===== src/rtl/cache_lru_ctrl.sv =====
// LRU age read-modify-write sequencer for a 4-way, way-partitioned (DAWG) cache.
// One access at a time: read the set's ages, pick a victim within the domain mask, write back.
module cache_lru_ctrl #(
    parameter int WAY_NUM      = 4,
    parameter int WAY_NUM_BITS = 2,
    parameter int CACHE_LINES  = 1024,
    parameter int INDEX_BITS   = $clog2(CACHE_LINES)
) (
    input  logic                            clk,
    input  logic                            rst,
    input  logic                            req_valid,
    output logic                            req_ready,
    input  logic [INDEX_BITS-1:0]           req_index,
    input  logic                            req_hit,
    input  logic [WAY_NUM_BITS-1:0]         req_way,
    input  logic [WAY_NUM-1:0]              req_way_mask,
    output logic                            resp_valid,
    input  logic                            resp_ready,
    output logic [WAY_NUM_BITS-1:0]         resp_way,
    output logic                            resp_err,
    output logic [INDEX_BITS-1:0]           lru_index,
    output logic                            lru_req_we,
    output logic [WAY_NUM*WAY_NUM_BITS-1:0] lru_write,
    input  logic [WAY_NUM*WAY_NUM_BITS-1:0] lru_read,
    output logic [1:0]                      dbg_state
);

    // Handshakes: a transfer happens on a rising clk edge where valid && ready are both high;
    // valid holds its payload stable until that edge, and ready never depends on valid.

    typedef enum logic [1:0] {
        IDLE  = 2'd0,
        READ  = 2'd1,
        WRITE = 2'd2,
        RESP  = 2'd3
    } state_t;

    state_t                            state_q, state_d;
    logic                              req_ready_q, req_ready_d;
    logic                              resp_valid_q, resp_valid_d;
    logic [WAY_NUM_BITS-1:0]           resp_way_q, resp_way_d;
    logic                              resp_err_q, resp_err_d;
    logic [INDEX_BITS-1:0]             lru_index_q, lru_index_d;
    logic                              lru_req_we_q, lru_req_we_d;
    logic [WAY_NUM*WAY_NUM_BITS-1:0]   lru_write_q, lru_write_d;
    logic                              hit_q, hit_d;
    logic [WAY_NUM_BITS-1:0]           way_q, way_d;
    logic [WAY_NUM-1:0]                mask_q, mask_d;

    logic [WAY_NUM_BITS-1:0]           age_rd  [WAY_NUM];
    logic [WAY_NUM_BITS-1:0]           new_age [WAY_NUM];
    logic [WAY_NUM*WAY_NUM_BITS-1:0]   new_write;
    logic [WAY_NUM_BITS-1:0]           victim;
    logic [WAY_NUM_BITS-1:0]           best_age;
    logic [WAY_NUM_BITS-1:0]           target;
    logic [WAY_NUM_BITS-1:0]           ref_age;
    logic                              found;
    logic                              acc_err;

    // Age update, evaluated against the captured request and the current memory read.
    always_comb begin
        for (int i = 0; i < WAY_NUM; i++) begin
            age_rd[i] = lru_read[i*WAY_NUM_BITS +: WAY_NUM_BITS];
        end

        // Oldest masked way wins; strict compare keeps ties on the lowest index.
        found    = 1'b0;
        best_age = '0;
        victim   = '0;
        for (int i = 0; i < WAY_NUM; i++) begin
            if (mask_q[i] && (!found || (age_rd[i] > best_age))) begin
                found    = 1'b1;
                best_age = age_rd[i];
                victim   = WAY_NUM_BITS'(i);
            end
        end

        acc_err = (mask_q == '0) || (hit_q && !mask_q[way_q]);
        target  = hit_q ? way_q : victim;
        ref_age = hit_q ? age_rd[way_q] : WAY_NUM_BITS'(WAY_NUM - 1);

        // Only masked ways move, so other domains keep their replacement order.
        new_write = '0;
        for (int i = 0; i < WAY_NUM; i++) begin
            new_age[i] = age_rd[i];
            if (mask_q[i]) begin
                if (WAY_NUM_BITS'(i) == target) begin
                    new_age[i] = '0;
                end else if (age_rd[i] < ref_age) begin
                    new_age[i] = age_rd[i] + WAY_NUM_BITS'(1);
                end
            end
            new_write[i*WAY_NUM_BITS +: WAY_NUM_BITS] = new_age[i];
        end
    end

    always_comb begin
        state_d      = state_q;
        req_ready_d  = req_ready_q;
        resp_valid_d = resp_valid_q;
        resp_way_d   = resp_way_q;
        resp_err_d   = resp_err_q;
        lru_index_d  = lru_index_q;
        lru_req_we_d = 1'b0;
        lru_write_d  = lru_write_q;
        hit_d        = hit_q;
        way_d        = way_q;
        mask_d       = mask_q;

        case (state_q)
            IDLE: begin
                req_ready_d = 1'b1;
                if (req_valid) begin
                    hit_d       = req_hit;
                    way_d       = req_way;
                    mask_d      = req_way_mask;
                    lru_index_d = req_index;
                    req_ready_d = 1'b0;
                    state_d     = READ;
                end
            end
            READ: begin
                if (acc_err) begin
                    resp_err_d   = 1'b1;
                    resp_way_d   = '0;
                    resp_valid_d = 1'b1;
                    state_d      = RESP;
                end else begin
                    lru_write_d  = new_write;
                    lru_req_we_d = 1'b1;
                    resp_way_d   = target;
                    resp_err_d   = 1'b0;
                    state_d      = WRITE;
                end
            end
            WRITE: begin
                resp_valid_d = 1'b1;
                state_d      = RESP;
            end
            RESP: begin
                if (resp_ready) begin
                    resp_valid_d = 1'b0;
                    resp_err_d   = 1'b0;
                    req_ready_d  = 1'b1;
                    state_d      = IDLE;
                end
            end
            default: begin
                state_d     = IDLE;
                req_ready_d = 1'b1;
            end
        endcase
    end

    always_ff @(posedge clk or posedge rst) begin
        if (rst) begin
            state_q      <= IDLE;
            req_ready_q  <= 1'b1;
            resp_valid_q <= 1'b0;
            resp_way_q   <= '0;
            resp_err_q   <= 1'b0;
            lru_index_q  <= '0;
            lru_req_we_q <= 1'b0;
            lru_write_q  <= '0;
            hit_q        <= 1'b0;
            way_q        <= '0;
            mask_q       <= '0;
        end else begin
            state_q      <= state_d;
            req_ready_q  <= req_ready_d;
            resp_valid_q <= resp_valid_d;
            resp_way_q   <= resp_way_d;
            resp_err_q   <= resp_err_d;
            lru_index_q  <= lru_index_d;
            lru_req_we_q <= lru_req_we_d;
            lru_write_q  <= lru_write_d;
            hit_q        <= hit_d;
            way_q        <= way_d;
            mask_q       <= mask_d;
        end
    end

    assign req_ready  = req_ready_q;
    assign resp_valid = resp_valid_q;
    assign resp_way   = resp_way_q;
    assign resp_err   = resp_err_q;
    assign lru_index  = lru_index_q;
    assign lru_req_we = lru_req_we_q;
    assign lru_write  = lru_write_q;
    assign dbg_state  = state_q;

endmodule


===== config.mk =====
export PLATFORM = sky130hd
export DESIGN_NAME = cache_lru_ctrl
export DESIGN_NICKNAME = d
export VERILOG_FILES = /design/src/rtl/cache_lru_ctrl.sv
export SDC_FILE = /design/constraint.sdc
export NUM_CORES = 1
export LEC_CHECK = 0
export CAP_MARGIN = 10
export CORE_MARGIN = 3
export CORE_UTILIZATION = 50
export DETAILED_ROUTE_END_ITERATION = 8
export DONT_BUFFER_PORTS = 1
export GPL_TIMING_DRIVEN = 0
export HOLD_SLACK_MARGIN = 0.03
export PLACE_DENSITY = 0.61
export SLEW_MARGIN = 0
export SYNTH_ARGS = -nofsm -noshare
export SYNTH_HDL_FRONTEND = slang
export SYNTH_SLANG_ARGS = --single-unit

===== constraint.sdc =====
create_clock -name clk -period 4.8 [get_ports clk]
set_clock_uncertainty 0.1 [all_clocks]
set_input_delay 0.48 -clock clk [delete_from_list [all_inputs] [get_ports clk]]
set_output_delay 0.48 -clock clk [all_outputs]
set_load 0.05 [all_outputs]

==> impl_metrics.json <==
{
  "status": "complete, no violations",
  "grt_max_degree": 34,
  "globalRouteTotalUtil": 0.200,
  "muxShareOfSynthArea": 0.137,
  "die-area_sq_um": 4710,
  "synth_xor_area_frac": 0.0134,
  "die_y_um": 68.6,
  "drc": 0,
  "synth_edf_count": 0,
  "critPathBufInv": 0,
  "syn_nets": 228,
  "drv_slew": 0,
  "path_delay_family": "compound AO/OA/AOI/OAI gates",
  "crit_required_ns": 4.88,
  "max_freq_mhz": 215,
  "yosysTopAreaCell": "dfrtp_1",
  "relSlewSlack": 0.618,
  "fill_cells": 312,
  "dp.cells": 234,
  "cp-startpoint": "mask_q[0]$_DFFE_PP0P_",
  "numClockSinks": 33,
  "multi_input_area_sq_um": 1070,
  "gp_congestion": 0.882,
  "ys_seq_elements": 33,
  "synth_top_cell_area_share": 0.408,
  "met1_usage": 0.245,
  "clk_latency_ns": 0.28,
  "cts_root_buf": "clkbuf_8",
  "synthesis.area_sq_um": 1960,
  "top_usage_layer": "met2",
  "drtIter0Drc": 64,
  "viasPerCell": 5.88,
  "cpPeakStageDelay_ns": 0.50,
  "drv_cap": 0,
  "cts_hold_buf": 0,
  "cp_max_fo": 7,
  "worst_pin_slew_ns": 0.573,
  "overflow": 0,
  "timing_hold_violations_final": 0,
  "synth_top_cells_by_count": "dfrtp_1, mux2_2, nand2_1",
  "ys_seq_area_frac": 0.422,
  "cts_max_path_buffers": 2,
  "diodes": 0,
  "finalSetupTns_ns": 0,
  "fin_crit_ns": 4.65,
  "arrival_ns": 4.73,
  "coreArea_sq_um": 3720,
  "placement_rows": 22,
  "ys_warn_count": 0,
  "crit_chain": "nand2_1 -> ha_1 -> nor2b_1 -> o311ai_4 -> mux2_2 -> ha_1 -> nor2b_1 -> o311ai_4 -> mux2_2 -> ha_1 -> nand2_1 -> o211ai_1 -> a32oi_2 -> or4b_4 -> a32o_1",
  "crit_type": "flip-flop to flip-flop",
  "port_buffers": 0,
  "grt_antenna_before_repair": 0,
  "syn_avg_cell_area_sq_um": 10.5,
  "dr.pass1.iters": 4,
  "reg2regPathDepth": 15,
  "synthTopCellsByArea": "dfrtp_1, mux2_2, ha_1, nand2_1, inv_1",
  "hold_slack_ns": 0.0230,
  "hpwlAfterDp_um": 3240,
  "postRouteAntennaNets": 0,
  "end_kind": "flip-flop",
  "yosys.area_share.simple": 0.138,
  "worst-path-stages": 15,
  "synth_most_common_cell": "dfrtp_1",
  "rr_startpoint": "mask_q[0]$_DFFE_PP0P_",
  "area_delta_synth_final_pct": 13.8,
  "finalCritPeriodShare": 0.969,
  "grt_pass1_wl_um": 6840,
  "grt_pass1_vias": 1435,
  "synth_compound_area_frac": 0.161,
  "instances_no_fill": 251,
  "wl_per_cell_um": 17.0,
  "setup_violations": 0,
  "cp_common_cell": "ha_1",
  "synth_ff_type": "dfrtp_1",
  "synth_top_family_by_area": "compound AO/OA/AOI/OAI gates",
  "use_met2": 0.305,
  "yosysUniqueCellTypes": 48,
  "ff_latch_area_sq_um": 828,
  "drive_above_1_share": 0.246,
  "cts_max_level": 2,
  "cts_tree": "yes",
  "hp-class": "input port to asynchronous set/reset pin",
  "crit_path_start_kind": "flip-flop",
  "crit_slowest_cell": "or4b_4",
  "met3_usage": 0.0875,
  "finalNetCount": 244,
  "dieWidth_um": 68.6,
  "async_flop_share": 1.00,
  "syn_inst": 186,
  "io_pins": 55,
  "synth_fa_ha_area_frac": 0.0830,
  "cts_buffers": 5,
  "vias": 1476,
  "wirelength_um": 4270,
  "cts.clk_slew.worst_paths_ns": 0.07,
  "start_util": 0.528
}
final cells by class:
cell class | instances | area share
multi-input cells | 132 | 0.478
flip-flops and latches | 33 | 0.371
clock buffers | 7 | 0.0432
repair buffers | 9 | 0.0392
inverters | 16 | 0.0269
well taps | 48 | 0.0269
plain buffers | 5 | 0.0123
clock inverters | 1 | 0.00224
timing repair:
action,in CTS,in global routing
setup endpoints to repair,2,4
setup buffers,0,8
pin swaps,0,3
gates resized for setup,2,2
cells by family after synthesis:
| group | after synthesis |
|---|---|
| adders and majority gates | 13 |
| AOI/OAI and AO/OA | 40 |
| muxes | 23 |
| and+or+nand+nor | 53 |
| buffers and inverters | 21 |
| xor gates and xnor gates | 3 |
| DFF | 33 |
state kept, by name, indices dropped and copies added, names as in the netlist:
| register | cells |
|---|---|
| mask_q | 4 |
| dbg_state | 2 |
| resp_way | 2 |
| lru_req_we | 1 |
| hit_q | 1 |
| way_q | 2 |
| lru_index | 10 |
| lru_write | 8 |
| resp_valid | 1 |
| resp_err | 1 |
| req_ready | 1 |
path summary, 6_finish.rpt:
kind	endpoint	slack [ns]
setup reg to reg	lru_write[4]$_DFFE_PP0P_	0.15
setup / recovery	lru_write[4]$_DFFE_PP0P_	0.15
hold reg to reg	mask_q[1]$_DFFE_PP0P_	0.56
min in group clk	lru_index[2]$_DFFE_PP0P_	0.25
hold / removal	lru_index[2]$_DFFE_PP0P_	0.02
max in group asynchronous	req_ready$_DFFE_PP1P_	4.02
worst register-to-register path, stage by stage (launching register included):
cell      delay [ns]
dfrtp_2         0.43
nand2_1         0.09
ha_1            0.29
nor2b_1         0.16
o311ai_4        0.31
mux2_2          0.40
ha_1            0.30
nor2b_1         0.17
o311ai_4        0.35
mux2_2          0.39
ha_1            0.28
nand2_1         0.06
o211ai_1        0.17
a32oi_2         0.32
or4b_4          0.50
a32o_1          0.23
per-stage QoR:
step | util | instance area, sq um | setup WS (ns)
5_1_grt | 0.601 | 2230 | -0.0438
4_1_cts | 0.573 | 2130 | 0.0648
3_5_place_dp | 0.544 | 2020 | -0.0493
3_3_place_gp | 0.544 | 2020 | 0.0627
6_report | 0.601 | 2230 | 0.147
2_1_floorplan | - | 1960 | 0.428
cells in the final DEF (no fill, tap or decap), drive strengths merged, types with 2 or more instances in the layout:
master	netlist	routed
a21oi	6	6
a22o	3	3
a2bb2oi	2	2
a32oi	2	2
buf	2	11
clkbuf	3	10
dfrtp	32	32
ha	13	13
inv	16	16
mux2	21	21
nand2	20	20
nand2b	3	3
nand3	2	2
nand3b	3	3
nor2	9	9
nor2b	6	6
nor3	3	3
nor4b	2	2
o211ai	3	3
o21ai	7	7
o311ai	2	2
o31ai	3	3
xnor2	2	2
routing by layer:
metal  vias to the layer above  share of wire
li1                        703              -
met1                       716           0.42
met2                        55           0.48
met3                         2          0.097
met4                         0         0.0077
met5                         -              0
Power is left out: the tool's default activity adds up to more than one toggle a clock period on the data nets, which glitch-free logic cannot reach.
